[config.mk]
export PLATFORM = sky130hd
export DESIGN_NAME = wb_fir_accel_flat
export DESIGN_NICKNAME = d
export VERILOG_FILES = /design/src/rtl/fir_accel_pkg.sv /design/src/rtl/wb_fir_accel_if.sv /design/src/rtl/fir_accel_fifo.sv /design/src/rtl/wb_fir_accel.sv /design/src/flat_wrapper.sv
export SDC_FILE = /design/constraint.sdc
export NUM_CORES = 1
export LEC_CHECK = 0
export BUFFER_PORTS_ARGS = -buffer_cell sky130_fd_sc_hd__buf_2
export CORE_UTILIZATION = 55
export DETAILED_ROUTE_END_ITERATION = 6
export MAX_ROUTING_LAYER = met4
export PLACE_DENSITY = 0.72
export RECOVER_POWER = 100
export SYNTH_ARGS = -nofsm -noshare
export SYNTH_HDL_FRONTEND = slang
export SYNTH_SLANG_ARGS = --single-unit
[constraint.sdc]
create_clock -name clk -period 8.1 [get_ports clk]
set_input_delay 1.215 -clock clk [delete_from_list [all_inputs] [get_ports clk]]
set_output_delay 1.215 -clock clk [all_outputs]
set_load 0.005 [all_outputs]
[src/rtl/fir_accel_pkg.sv]
// fir_accel_pkg
//   Shared definitions for the Wishbone FIR accelerator:
//   - register word offsets (byte address bits [7:2])
//   - CTRL / STATUS bit positions
//   - FSM state encoding
//   - a helper that extracts the register word index from a byte address
package fir_accel_pkg;

   // Register word offsets (byte address >> 2)
   localparam logic [5:0] REG_CTRL      = 6'h00;
   localparam logic [5:0] REG_STATUS    = 6'h01;
   localparam logic [5:0] REG_DIN       = 6'h02;
   localparam logic [5:0] REG_DOUT      = 6'h03;
   localparam logic [5:0] REG_COEF_BASE = 6'h10;

   // CTRL bit positions
   localparam int CTRL_ENABLE = 0;
   localparam int CTRL_CLEAR  = 1;
   localparam int CTRL_IRQ_EN = 2;

   // STATUS bit positions
   localparam int STAT_IN_FULL   = 0;
   localparam int STAT_IN_EMPTY  = 1;
   localparam int STAT_OUT_FULL  = 2;
   localparam int STAT_OUT_EMPTY = 3;
   localparam int STAT_BUSY      = 4;
   localparam int STAT_OUT_CNT   = 8;

   typedef enum logic [1:0] {
      FSM_IDLE  = 2'd0,
      FSM_LOAD  = 2'd1,
      FSM_MAC   = 2'd2,
      FSM_WRITE = 2'd3
   } fsm_state_t;

   // Word index of a byte address; upper bits alias onto the same map.
   function automatic logic [5:0] word_index(input logic [31:0] adr);
      return adr[7:2];
   endfunction

endpackage

[src/rtl/wb_fir_accel_if.sv]
// wb_fir_accel_if
//   Wishbone classic bus bundle between a master (NoC adapter or bench)
//   and the FIR accelerator slave.
//   wb_adr_i/wb_dat_i/wb_sel_i/wb_we_i/wb_cyc_i/wb_stb_i : master -> slave
//   wb_dat_o/wb_ack_o/wb_err_o                           : slave -> master
interface wb_fir_accel_if;
   logic [31:0] wb_adr_i;
   logic [31:0] wb_dat_i;
   logic [3:0]  wb_sel_i;
   logic        wb_we_i;
   logic        wb_cyc_i;
   logic        wb_stb_i;
   logic [31:0] wb_dat_o;
   logic        wb_ack_o;
   logic        wb_err_o;

   modport master (
      output wb_adr_i, wb_dat_i, wb_sel_i, wb_we_i, wb_cyc_i, wb_stb_i,
      input  wb_dat_o, wb_ack_o, wb_err_o
   );

   modport slave (
      input  wb_adr_i, wb_dat_i, wb_sel_i, wb_we_i, wb_cyc_i, wb_stb_i,
      output wb_dat_o, wb_ack_o, wb_err_o
   );
endinterface

[src/rtl/fir_accel_fifo.sv]
// fir_accel_fifo
//   Synchronous flop-based FIFO used for both the sample and result queues.
//   Ports: clk, rst (sync, active high), flush (empties the queue),
//          push/wdata, pop/rdata (head, valid when !empty),
//          full, empty, count (number of stored entries).
//   Push while full and pop while empty are ignored.
module fir_accel_fifo #(
   parameter int WIDTH = 16,
   parameter int DEPTH = 4
) (
   input  logic                     clk,
   input  logic                     rst,
   input  logic                     flush,
   input  logic                     push,
   input  logic [WIDTH-1:0]         wdata,
   input  logic                     pop,
   output logic [WIDTH-1:0]         rdata,
   output logic                     full,
   output logic                     empty,
   output logic [$clog2(DEPTH):0]   count
);
   localparam int PW = $clog2(DEPTH);

   logic [WIDTH-1:0] mem_q [DEPTH];
   logic [WIDTH-1:0] mem_d [DEPTH];
   logic [PW-1:0]    wr_ptr_q, wr_ptr_d;
   logic [PW-1:0]    rd_ptr_q, rd_ptr_d;
   logic [PW:0]      count_q, count_d;
   logic             do_push_s;
   logic             do_pop_s;

   assign full  = (count_q == (PW+1)'(DEPTH));
   assign empty = (count_q == '0);
   assign count = count_q;
   assign rdata = mem_q[rd_ptr_q];

   // Next-state for storage, pointers and occupancy
   always_comb begin
      mem_d     = mem_q;
      wr_ptr_d  = wr_ptr_q;
      rd_ptr_d  = rd_ptr_q;
      count_d   = count_q;
      do_push_s = push & ~full;
      do_pop_s  = pop & ~empty;
      if (flush) begin
         wr_ptr_d = '0;
         rd_ptr_d = '0;
         count_d  = '0;
      end else begin
         if (do_push_s) begin
            mem_d[wr_ptr_q] = wdata;
            wr_ptr_d        = wr_ptr_q + PW'(1);
         end else begin
            wr_ptr_d = wr_ptr_q;
         end
         if (do_pop_s) begin
            rd_ptr_d = rd_ptr_q + PW'(1);
         end else begin
            rd_ptr_d = rd_ptr_q;
         end
         case ({do_push_s, do_pop_s})
            2'b10:   count_d = count_q + (PW+1)'(1);
            2'b01:   count_d = count_q - (PW+1)'(1);
            default: count_d = count_q;
         endcase
      end
   end

   // FIFO state registers
   always_ff @(posedge clk) begin
      if (rst) begin
         for (int i = 0; i < DEPTH; i++) begin
            mem_q[i] <= '0;
         end
         wr_ptr_q <= '0;
         rd_ptr_q <= '0;
         count_q  <= '0;
      end else begin
         mem_q    <= mem_d;
         wr_ptr_q <= wr_ptr_d;
         rd_ptr_q <= rd_ptr_d;
         count_q  <= count_d;
      end
   end
endmodule

[src/rtl/wb_fir_accel.sv]
// wb_fir_accel
//   Wishbone-slave FIR accelerator: samples pushed through DIN are queued,
//   filtered by a sequential one-tap-per-cycle MAC engine against runtime
//   writable coefficients, and results are popped through DOUT.
//   Ports: clk, rst (sync, active high), wb (wb_fir_accel_if.slave),
//          irq (level: result available and CTRL.irq_en).
//   Build option: WB_FIR_ACCEL_SATURATE_EN selects saturating narrowing of
//   the accumulator; otherwise the low DATA_WIDTH bits are kept (wrap).
module wb_fir_accel
   import fir_accel_pkg::*;
#(
   parameter int DATA_WIDTH = 16,
   parameter int COEF_WIDTH = 16,
   parameter int TAPS       = 8,
   parameter int FRAC_BITS  = 0,
   parameter int FIFO_DEPTH = 4
) (
   input  logic          clk,
   input  logic          rst,
   wb_fir_accel_if.slave wb,
   output logic          irq
);
   localparam int ACC_WIDTH = DATA_WIDTH + COEF_WIDTH + $clog2(TAPS);
   localparam int TAP_W     = $clog2(TAPS);
   localparam int CNT_W     = $clog2(FIFO_DEPTH) + 1;

   localparam logic [1:0] S_IDLE  = 2'(FSM_IDLE);
   localparam logic [1:0] S_LOAD  = 2'(FSM_LOAD);
   localparam logic [1:0] S_MAC   = 2'(FSM_MAC);
   localparam logic [1:0] S_WRITE = 2'(FSM_WRITE);

`ifdef WB_FIR_ACCEL_SATURATE_EN
   localparam logic signed [ACC_WIDTH-1:0] SAT_MAX =
      {{(ACC_WIDTH-DATA_WIDTH+1){1'b0}}, {(DATA_WIDTH-1){1'b1}}};
   localparam logic signed [ACC_WIDTH-1:0] SAT_MIN =
      {{(ACC_WIDTH-DATA_WIDTH+1){1'b1}}, {(DATA_WIDTH-1){1'b0}}};
`endif

   // Reduce the shifted accumulator to the output sample width.
   function automatic logic [DATA_WIDTH-1:0] narrow(input logic signed [ACC_WIDTH-1:0] v);
`ifdef WB_FIR_ACCEL_SATURATE_EN
      if (v > SAT_MAX) begin
         return SAT_MAX[DATA_WIDTH-1:0];
      end else if (v < SAT_MIN) begin
         return SAT_MIN[DATA_WIDTH-1:0];
      end else begin
         return v[DATA_WIDTH-1:0];
      end
`else
      return v[DATA_WIDTH-1:0];
`endif
   endfunction

   // Registers
   logic [1:0]                   state_q, state_d;
   logic [TAP_W-1:0]             tap_q, tap_d;
   logic signed [ACC_WIDTH-1:0]  acc_q, acc_d;
   logic signed [DATA_WIDTH-1:0] x_q [TAPS];
   logic signed [DATA_WIDTH-1:0] x_d [TAPS];
   logic signed [COEF_WIDTH-1:0] coef_q [TAPS];
   logic signed [COEF_WIDTH-1:0] coef_d [TAPS];
   logic                         enable_q, enable_d;
   logic                         irq_en_q, irq_en_d;
   logic                         ack_q, ack_d;
   logic                         err_q, err_d;
   logic [31:0]                  dat_q, dat_d;
   logic                         irq_q, irq_d;

   // Bus decode
   logic                         req_s, acc_err_s, wr_ok_s, rd_ok_s;
   logic [5:0]                   idx_s, coef_k_s;
   logic [TAP_W-1:0]             coef_idx_s;
   logic                         coef_hit_s, ctrl_wr_s, clear_s, coef_wr_s;
   logic [31:0]                  rdata_s;

   // FIFO hookup
   logic                         in_push_s, in_pop_s, in_full_s, in_empty_s;
   logic [CNT_W-1:0]             in_count_s;
   logic [DATA_WIDTH-1:0]        in_rdata_s;
   logic                         out_push_s, out_pop_s, out_full_s, out_empty_s;
   logic [CNT_W-1:0]             out_count_s;
   logic signed [DATA_WIDTH-1:0] out_rdata_s;

   // Datapath
   logic signed [DATA_WIDTH+COEF_WIDTH-1:0] prod_s;
   logic signed [ACC_WIDTH-1:0]             shifted_s;
   logic [DATA_WIDTH-1:0]                   result_s;
   logic                                    unused_s;

   fir_accel_fifo #(.WIDTH(DATA_WIDTH), .DEPTH(FIFO_DEPTH)) u_in_fifo (
      .clk   (clk),
      .rst   (rst),
      .flush (clear_s),
      .push  (in_push_s),
      .wdata (wb.wb_dat_i[DATA_WIDTH-1:0]),
      .pop   (in_pop_s),
      .rdata (in_rdata_s),
      .full  (in_full_s),
      .empty (in_empty_s),
      .count (in_count_s)
   );

   fir_accel_fifo #(.WIDTH(DATA_WIDTH), .DEPTH(FIFO_DEPTH)) u_out_fifo (
      .clk   (clk),
      .rst   (rst),
      .flush (clear_s),
      .push  (out_push_s),
      .wdata (result_s),
      .pop   (out_pop_s),
      .rdata (out_rdata_s),
      .full  (out_full_s),
      .empty (out_empty_s),
      .count (out_count_s)
   );

   assign wb.wb_ack_o = ack_q;
   assign wb.wb_err_o = err_q;
   assign wb.wb_dat_o = dat_q;
   assign irq         = irq_q;

   // Request decode and error classification; a new request is taken only
   // when no response is pending, so strobes are answered every other cycle.
   always_comb begin
      req_s      = wb.wb_cyc_i & wb.wb_stb_i & ~ack_q & ~err_q;
      idx_s      = word_index(wb.wb_adr_i);
      coef_k_s   = idx_s - REG_COEF_BASE;
      coef_idx_s = coef_k_s[TAP_W-1:0];
      coef_hit_s = (idx_s >= REG_COEF_BASE) && (int'({26'd0, coef_k_s}) < TAPS);
      case (idx_s)
         REG_CTRL:   acc_err_s = 1'b0;
         REG_STATUS: acc_err_s = wb.wb_we_i;
         REG_DIN:    acc_err_s = ~wb.wb_we_i | in_full_s;
         REG_DOUT:   acc_err_s = wb.wb_we_i | out_empty_s;
         default:    acc_err_s = ~coef_hit_s;
      endcase
      wr_ok_s   = req_s & ~acc_err_s & wb.wb_we_i;
      rd_ok_s   = req_s & ~acc_err_s & ~wb.wb_we_i;
      ctrl_wr_s = wr_ok_s && (idx_s == REG_CTRL);
      clear_s   = ctrl_wr_s & wb.wb_dat_i[CTRL_CLEAR];
      // A clear discards a sample pushed in the same cycle.
      in_push_s = wr_ok_s && (idx_s == REG_DIN) && !clear_s;
      out_pop_s = rd_ok_s && (idx_s == REG_DOUT);
      coef_wr_s = wr_ok_s & coef_hit_s;
   end

   // Read data selection
   always_comb begin
      rdata_s = 32'd0;
      case (idx_s)
         REG_CTRL: begin
            rdata_s[CTRL_ENABLE] = enable_q;
            rdata_s[CTRL_IRQ_EN] = irq_en_q;
         end
         REG_STATUS: begin
            rdata_s[STAT_IN_FULL]   = in_full_s;
            rdata_s[STAT_IN_EMPTY]  = in_empty_s;
            rdata_s[STAT_OUT_FULL]  = out_full_s;
            rdata_s[STAT_OUT_EMPTY] = out_empty_s;
            rdata_s[STAT_BUSY]      = (state_q != S_IDLE);
            rdata_s[STAT_OUT_CNT +: 8] = 8'(out_count_s);
         end
         REG_DOUT: rdata_s = 32'(out_rdata_s);
         default: begin
            if (coef_hit_s) begin
               rdata_s = 32'(coef_q[coef_idx_s]);
            end else begin
               rdata_s = 32'd0;
            end
         end
      endcase
   end

   // Registered bus response and software-visible control registers
   always_comb begin
      ack_d    = req_s & ~acc_err_s;
      err_d    = req_s & acc_err_s;
      irq_d    = irq_en_q & ~out_empty_s;
      coef_d   = coef_q;
      if (rd_ok_s) begin
         dat_d = rdata_s;
      end else begin
         dat_d = dat_q;
      end
      if (ctrl_wr_s) begin
         enable_d = wb.wb_dat_i[CTRL_ENABLE];
         irq_en_d = wb.wb_dat_i[CTRL_IRQ_EN];
      end else begin
         enable_d = enable_q;
         irq_en_d = irq_en_q;
      end
      if (coef_wr_s) begin
         coef_d[coef_idx_s] = wb.wb_dat_i[COEF_WIDTH-1:0];
      end else begin
         coef_d = coef_q;
      end
   end

   // MAC datapath: one tap per cycle; coefficients are read live so a write
   // during MAC is seen by the next tap.
   always_comb begin
      prod_s    = x_q[tap_q] * coef_q[tap_q];
      shifted_s = acc_q >>> FRAC_BITS;
      result_s  = narrow(shifted_s);
   end

   // Engine FSM: IDLE -> LOAD -> MAC (TAPS cycles) -> WRITE (holds while
   // the result queue is full) -> IDLE. Clear aborts from any state.
   always_comb begin
      state_d    = state_q;
      tap_d      = tap_q;
      acc_d      = acc_q;
      x_d        = x_q;
      in_pop_s   = 1'b0;
      out_push_s = 1'b0;
      if (clear_s) begin
         state_d = S_IDLE;
         tap_d   = '0;
         acc_d   = '0;
         for (int i = 0; i < TAPS; i++) begin
            x_d[i] = '0;
         end
      end else begin
         case (state_q)
            S_IDLE: begin
               if (enable_q && !in_empty_s) begin
                  state_d = S_LOAD;
               end else begin
                  state_d = S_IDLE;
               end
            end
            S_LOAD: begin
               in_pop_s = 1'b1;
               x_d[0]   = in_rdata_s;
               for (int i = 1; i < TAPS; i++) begin
                  x_d[i] = x_q[i-1];
               end
               acc_d   = '0;
               tap_d   = '0;
               state_d = S_MAC;
            end
            S_MAC: begin
               acc_d = acc_q + ACC_WIDTH'(prod_s);
               if (tap_q == TAP_W'(TAPS-1)) begin
                  tap_d   = '0;
                  state_d = S_WRITE;
               end else begin
                  tap_d   = tap_q + TAP_W'(1);
                  state_d = S_MAC;
               end
            end
            S_WRITE: begin
               if (!out_full_s) begin
                  out_push_s = 1'b1;
                  state_d    = S_IDLE;
               end else begin
                  state_d = S_WRITE;
               end
            end
            default: state_d = S_IDLE;
         endcase
      end
   end

   // Collects bits that are intentionally not consumed by the logic.
   always_comb begin
      unused_s = ^{wb.wb_sel_i, wb.wb_adr_i, wb.wb_dat_i, in_count_s, shifted_s};
   end

   // State registers
   always_ff @(posedge clk) begin
      if (rst) begin
         state_q  <= S_IDLE;
         tap_q    <= '0;
         acc_q    <= '0;
         for (int i = 0; i < TAPS; i++) begin
            x_q[i]    <= '0;
            coef_q[i] <= '0;
         end
         enable_q <= 1'b0;
         irq_en_q <= 1'b0;
         ack_q    <= 1'b0;
         err_q    <= 1'b0;
         dat_q    <= 32'd0;
         irq_q    <= 1'b0;
      end else begin
         state_q  <= state_d;
         tap_q    <= tap_d;
         acc_q    <= acc_d;
         x_q      <= x_d;
         coef_q   <= coef_d;
         enable_q <= enable_d;
         irq_en_q <= irq_en_d;
         ack_q    <= ack_d;
         err_q    <= err_d;
         dat_q    <= dat_d;
         irq_q    <= irq_d;
      end
   end
endmodule

[src/flat_wrapper.sv]
// flat-port wrapper written by rule: the top's interface ports become plain ports
module wb_fir_accel_flat import fir_accel_pkg::*;
#(
   parameter int DATA_WIDTH = 16,
   parameter int COEF_WIDTH = 16,
   parameter int TAPS       = 8,
   parameter int FRAC_BITS  = 0,
   parameter int FIFO_DEPTH = 4
)
  (clk, rst, irq, wb_wb_adr_i, wb_wb_dat_i, wb_wb_sel_i, wb_wb_we_i, wb_wb_cyc_i, wb_wb_stb_i, wb_wb_dat_o, wb_wb_ack_o, wb_wb_err_o);
  wb_fir_accel_if wb_i ();
  input  logic clk;
  input  logic rst;
  output logic irq;
  input wire logic [$bits(wb_i.wb_adr_i)-1:0] wb_wb_adr_i;
  input wire logic [$bits(wb_i.wb_dat_i)-1:0] wb_wb_dat_i;
  input wire logic [$bits(wb_i.wb_sel_i)-1:0] wb_wb_sel_i;
  input wire logic [$bits(wb_i.wb_we_i)-1:0] wb_wb_we_i;
  input wire logic [$bits(wb_i.wb_cyc_i)-1:0] wb_wb_cyc_i;
  input wire logic [$bits(wb_i.wb_stb_i)-1:0] wb_wb_stb_i;
  output wire logic [$bits(wb_i.wb_dat_o)-1:0] wb_wb_dat_o;
  output wire logic [$bits(wb_i.wb_ack_o)-1:0] wb_wb_ack_o;
  output wire logic [$bits(wb_i.wb_err_o)-1:0] wb_wb_err_o;
  assign wb_i.wb_adr_i = wb_wb_adr_i;
  assign wb_i.wb_dat_i = wb_wb_dat_i;
  assign wb_i.wb_sel_i = wb_wb_sel_i;
  assign wb_i.wb_we_i = wb_wb_we_i;
  assign wb_i.wb_cyc_i = wb_wb_cyc_i;
  assign wb_i.wb_stb_i = wb_wb_stb_i;
  assign wb_wb_dat_o = wb_i.wb_dat_o;
  assign wb_wb_ack_o = wb_i.wb_ack_o;
  assign wb_wb_err_o = wb_i.wb_err_o;
  wb_fir_accel #(.DATA_WIDTH(DATA_WIDTH), .COEF_WIDTH(COEF_WIDTH), .TAPS(TAPS), .FRAC_BITS(FRAC_BITS), .FIFO_DEPTH(FIFO_DEPTH)) u_core (.clk(clk), .rst(rst), .wb(wb_i), .irq(irq));
endmodule
# [After elaboration in Yosys (flattened, before gate mapping)]
# Index checks and enable logic that the tools add are counted.
[word_totals] reg_bits=475 latchBits=0 mem_bits_rw=0 rom_bits=0 inputBits=73 out_inout_bits=35 wordCells=177 mem_count=0
[op_classes] add_sub_neg=11 n_mul=1 div=0 n_lt_le_gt_ge=11 eq_ne=13 shifts=0 n_mux=47 bitwise=32 reduce_logical=23
[ops] cell="16-bit 2-to-1 mux" n=13
[ops] cell="16-bit binary-select mux with 3-bit select" n=3
[ops] cell="128-bit bitwise mux" n=1
[ops] cell="64-bit bitwise mux" n=2
[ops] cell="35-bit case mux with 2 select lines" n=1
[ops] cell="16-bit binary-select mux with 2-bit select" n=2
[ops] cell="16-bit demux with 2-bit select" n=2
[ops] cell="16-bit demux with 3-bit select" n=1
[ops] cell="35-bit by 32-bit adder with 35-bit output" n=1
[ops] cell="16-bit by 16-bit multiplier with 32-bit output" n=1
[ops] cell="32-bit 2-to-1 mux" n=1
[ops] cell="16-bit case mux with 2 select lines" n=1
[ops] cell="3-bit case mux with 2 select lines" n=4
[ops] cell="8-bit case mux with 3 select lines" n=1
[ops] cell="1-bit bitwise AND" n=14
[ops] cell="6-bit by 2-bit equality test with 1-bit output, second input constant" n=2
[ops] cell="3-bit >= comparator, second input constant" n=4
[ops] cell="2-bit inverter with 3-bit output" n=4
[ops] cell="1-bit inverter" n=10
[ops] cell="3-bit by 1-bit adder with 3-bit output, second input constant" n=3
[ops] cell="3-bit equality test, second input constant" n=3
[ops] cell="1-bit logical AND" n=9
[ops] cell="1-bit case mux with 3 select lines" n=3
[ops] cell="2-bit by 1-bit adder with 2-bit output, second input constant" n=4
[ops] cell="25 further kinds" n=48

# [Depth between registers and ports, before layout]
[logic_depth] depth_word=15 ltp_mapped=28 mapped_depth_nobuf=23

# [Cells and area by module]
# A second synthesis with hierarchy kept.
[hier_totals] cells_unflattened=2647 hier_area_um2=25210.4
[by_module_without_submodules] mod="wb_fir_accel" n_inst=1 cells_each=2048 area_per_inst_um2=18471.5 seq_area_each_um2=5985.7
[by_module_without_submodules] mod="fir_accel_fifo (u_core.u_in_fifo)" n_inst=1 cells_each=299 area_per_inst_um2=3370.7 seq_area_each_um2=1421.4
[by_module_without_submodules] mod="fir_accel_fifo (u_core.u_out_fifo)" n_inst=1 cells_each=300 area_per_inst_um2=3368.2 seq_area_each_um2=1421.4

# [Least setup slack after synthesis]
# No wires, ideal clock.
[synth_path] path_type="reg-to-reg" start="reg u_core.tap_q[0]" end="reg u_core.acc_q[15]" setup_time_ps=126 arrival_time_ps=6161 required_time_ps=7974 path_slack_ps=1813 path_stages_with_launch=26 n_path_buf=5 period_less_slack_ps=6287 cell_sequence="dfxtp_1 > buf_6 > buf_12 > buf_12 > buf_12 > mux4_2 > mux2i_1 > clkbuf_1 > or2_1 > fa_1 > inv_1 > fa_1 > inv_1 > fa_1 > fa_1 > fa_1 > fa_1 > xnor2_1 > xnor2_1 > xnor2_1 > xnor2_1 > xnor2_1 > xnor2_2 > xnor2_1 > xnor2_1 > o32ai_1"
[synth_between] elab_chain_len=7 elab_cells_between_ends=10 classes_between="1 x add/sub; 1 x mul; 7 x mux; 1 x bitwise"
[synth_lines] item="start: declaration" line="wb_fir_accel.sv:56" source="logic [TAP_W-1:0] tap_q, tap_d;"
[synth_lines] item="start signal: assignment" line="wb_fir_accel.sv:287" source="tap_q <= tap_d;"
[synth_lines] item="3-bit inverter with 4-bit output (implied by the code) (*)" line="wb_fir_accel.sv:201" source="prod_s = x_q[tap_q] * coef_q[tap_q];"
[synth_lines] item="16-bit binary-select mux with 3-bit select" line="wb_fir_accel.sv:201"
[synth_lines] item="16-bit 2-to-1 mux (implied by the code) (2 in series)" line="wb_fir_accel.sv:201"
[synth_lines] item="16-bit by 16-bit multiplier with 32-bit output (*)" line="wb_fir_accel.sv:201"
[synth_lines] item="35-bit by 32-bit adder with 35-bit output (*)" line="wb_fir_accel.sv:242" source="acc_d = acc_q + ACC_WIDTH'(prod_s);"
[synth_lines] item="35-bit case mux with 2 select lines (*)" line="wb_fir_accel.sv:223" source="case (state_q)"
[synth_lines] item="end signal: assignment" line="wb_fir_accel.sv:274" source="acc_q <= '0;"
[synth_lines] item="end signal: assignment" line="wb_fir_accel.sv:288" source="acc_q <= acc_d;"
[synth_lines] item="end: declaration" line="wb_fir_accel.sv:57" source="logic signed [ACC_WIDTH-1:0] acc_q, acc_d;"
# Every way passes the cells marked *; elsewhere a longest branch is shown, timed or not. The select of a mux whose other input is x is not followed.
# A chain may end at the register's enable or synchronous reset.

# [Worst setup path in the final report]
[layout_path] start="in wb_wb_adr_i[4]" end="reg u_core.coef_q[114] (netlist name)"
[layout_between] elab_chain_len=9 elab_cells_between_ends=21 classes_between="1 x add/sub; 4 x order compare; 3 x eq/ne; 4 x mux; 6 x bitwise; 3 x reduce/logical"
[layout_lines] item="start: declaration" line="flat_wrapper.sv:15" source="input wire logic [$bits(wb_i.wb_adr_i)-1:0] wb_wb_adr_i;"
[layout_lines] item="6-bit by 5-bit subtractor with 6-bit output" line="wb_fir_accel.sv:126" source="coef_k_s = idx_s - REG_COEF_BASE;"
[layout_lines] item="6-bit by 4-bit < comparator with 1-bit output" line="wb_fir_accel.sv:128" source="coef_hit_s = (idx_s >= REG_COEF_BASE) && (int'({26'd0, coef_k_s}) < TAPS);"
[layout_lines] item="1-bit logical AND" line="wb_fir_accel.sv:128"
[layout_lines] item="1-bit inverter" line="wb_fir_accel.sv:134" source="default: acc_err_s = ~coef_hit_s;"
[layout_lines] item="1-bit case mux with 4 select lines" line="wb_fir_accel.sv:129" source="case (idx_s)"
[layout_lines] item="1-bit inverter" line="wb_fir_accel.sv:136" source="wr_ok_s = req_s & ~acc_err_s & wb.wb_we_i;"
[layout_lines] item="1-bit bitwise AND (2 in series)" line="wb_fir_accel.sv:136"
[layout_lines] item="1-bit bitwise AND" line="wb_fir_accel.sv:143" source="coef_wr_s = wr_ok_s & coef_hit_s;"
[layout_lines] item="end signal: assignment" line="wb_fir_accel.sv:290" source="coef_q <= coef_d;"
[layout_lines] item="end: declaration" line="wb_fir_accel.sv:60" source="logic signed [COEF_WIDTH-1:0] coef_q [TAPS];"
# Several ways; a longest one is shown, not always the timed one.

==> metrics <==
die footprint 45,500 um2; Iter 0 DRT Violations 1,591; CTS root buffer clkbuf_16; failing checks DRC, capacitance limit, slew limit; reg2reg start u_core.tap_q[0]; vias in the first global route 19,041; CP cell instances buf_2 > clkbuf_1 > nor2_1 > nand2_1 > o211ai_1 > o21a_1 > nor2_1 > nand4b_1 > clkbuf_2 > nor3_1 > clkbuf_1 > mux2i_1 > nor2_1; CTS Buffer Depth 3; Critical-path top delay cell nor3_1; CORE AREA 44,100 um2; worst skew pair latency 590 ps; HP Class flop to flop; worst slew pin tran 3820 ps; unrepaired setup endpoints after global routing no; crit path from wb_wb_adr_i[4]; chip width 213 um; Via density 5.90; share of cells above drive strength 1 11.2%; Top FF cell, synth dfxtp_1; Setup WS pre-CTS 1130 ps; synthesized instance count 2,637; DP Wirelength 41,600 um; Tmin final 7320 ps; Detailed Route WL 62,400 um; min-delay src u_core.u_out_fifo.mem_q[3]; port bufs 61; setup slack after layout 779 ps; data required time of the worst path 8410 ps; crit path DAT 7630 ps; Layout fillers 3,752; period utilization 90.4%; initial antenna violation count 1; top-count cell post-synth dfxtp_1; routability congestion estimate 0.892; row count 77; DR WL met3 4900 um; Residual DRC 2; leading area contributor after synthesis dfxtp_1; Pwr Total 4.41 mW; cells taking the most area after synthesis dfxtp_1, mux2i_1, mux4_2; global-route wire length before repair 100,000 um; Cell variety after synth 62; # IOs 108; Metal-1 WL 25,300 um; Total GRT Usage 28.8%; syn_nets 2,887; via count 18,908; hold_ws 451 ps; H-tree levels 2; Worst Setup Path Type primary input to flop; Synth async-reset ratio 0%; Leakage 9.70 nW; post-route ant nets 0; Critical Path Fanout Max 52; CTS tree built; final instance area 26,400 um2; crit-path most repeated cell nor2_1; final setup violation count 0; mapped cell area 24,600 um2; largest net degree at the start of global routing 118; hold violation count in the final report 0; Slew HR -155%; pwr dens 167 nW/um2; Worst setup EP type flop; Synth top cells by count dfxtp_1, nor2_1, nand2_1, mux2i_1, a21oi_1; CTS Buf Count 46; final setup TNS 0 ps; total gr overflow 0; first drt pass iteration count 7; max cap viols 11; Initial Utilization 55.7%; clock sink count 441; Final #Nets 2,830; setup bufs post-CTS 0; CTS Hold Buffers Added 0; status finished with violations; Mapped Avg Cell Area 9.32 um2; DR top layer met4; met2 wire length 29,900 um; startpoint types primary input; Synth Warn # 0; slowest cell delay on critical path 1780 ps; fmax 137 MHz; Peak supply drop 0.190 mV; fin. max-slew vios 548; Wirelength per Cell 19.5 um; skew final 13.7 ps; post-cts sizing count 0; sequential element share of the synthesized area 35.9%; die height 213 um; number of synthesized flops with an enable pin 0; DP Area 25,100 um2; #FFs+latches synth 441; Syn-to-layout area delta 7.57%; clk slew on worst S/H paths 60 ps; Synth top area share 35.9%
## path summary, 6_finish.rpt
kind	slack, ps	to	depth (start not counted)
setup / recovery	780	u_core.coef_q[114]	13
hold / removal	450	u_core.u_out_fifo.mem_q[3]	2
setup reg to reg	860	u_core.acc_q[15]	21
hold reg to reg	450	u_core.u_out_fifo.mem_q[3]	2
## routing by layer
layer / GRT usage, % / up-vias
met3: 5.04 / 163
met2: 46.2 / 680
met5: - / -
met4: 11.9 / 0
li1: - / 8742
met1: 36.1 / 9323
## registers in the layout (all words and copies together), names as in the netlist
signal,cells
u_core.wb.wb_dat_o,17
u_core.enable_q,1
u_core.tap_q,3
u_core.irq,1
u_core.x_q,128
u_core.u_out_fifo.count,3
u_core.u_in_fifo.rd_ptr_q,2
u_core.u_in_fifo.wr_ptr_q,2
u_core.irq_en_q,1
u_core.u_in_fifo.count,3
u_core.acc_q,16
u_core.wb.wb_ack_o,1
u_core.wb.wb_err_o,1
u_core.u_in_fifo.mem_q,64
u_core.u_out_fifo.rd_ptr_q,2
u_core.state_q,2
u_core.u_out_fifo.mem_q,64
u_core.coef_q,128
u_core.u_out_fifo.wr_ptr_q,2
## cells by family (layout without fill, tap and decap cells)
group | count (synthesis) | count (layout) | share of synthesized area [%]
simple gates | 823 | 823 | 13.7
flops | 441 | 441 | 35.9
buf+inv | 408 | 383 | 6.91
mux | 378 | 378 | 21.3
compound gates | 356 | 356 | 8.21
fa+ha+maj | 177 | 177 | 11.9
xor+xnor | 54 | 54 | 2.04
other cells | 0 | 1 | 0
## metrics by stage
step                utilization, %  cells
floorplan                        -   2637
global placement              56.8   3124
detailed placement            56.8   3124
CTS                           60.2   3204
global route                  59.9   3205
finish                        59.9   3205
## power breakdown
group	switching, mW	internal [mW]
logic	0.101	0.0261
registers	0.00192	2.17
clock network	0.867	1.25
total	0.970	3.44
## worst max-delay path: cells and delay by family
| kind | cells | cell delay, ps |
|---|---|---|
| compound gates | 2 | 330 |
| buf+inv | 4 | 3200 |
| mux | 1 | 270 |
| simple gates | 6 | 2580 |
## layout by cell type, fill, tap and decap left out, drive strengths merged, types with 8 or more instances in the layout
| master | count |
|---|---|
| or2 | 15 |
| mux2 | 18 |
| mux4 | 107 |
| fa | 95 |
| a21oi | 203 |
| a211oi | 14 |
| a22oi | 20 |
| xnor2 | 43 |
| mux2i | 253 |
| buf | 59 |
| and2 | 8 |
| clkbuf | 117 |
| nand2b | 10 |
| dfxtp | 441 |
| nand3 | 71 |
| xor2 | 10 |
| nand2 | 299 |
| nor3 | 17 |
| o22ai | 14 |
| nor2 | 384 |
| ha | 82 |
| inv | 200 |
| o21ai | 63 |
## area by class of cell
| type | instances | area [um2] | share of cell area, % |
|---|---|---|---|
| Antenna cell | 1 | 2.50 | 0.00946 |
| Clock buffer | 73 | 1450 | 5.47 |
| Clock inverter | 7 | 62.6 | 0.237 |
| Inverter | 200 | 751 | 2.84 |
| Multi-Input combinational cell | 1788 | 14100 | 53.2 |
| Sequential cell | 441 | 8830 | 33.4 |
| Tap cell | 592 | 741 | 2.80 |
| Timing Repair Buffer | 103 | 544 | 2.06 |
Note: power is estimated with default switching activity, not from simulation.
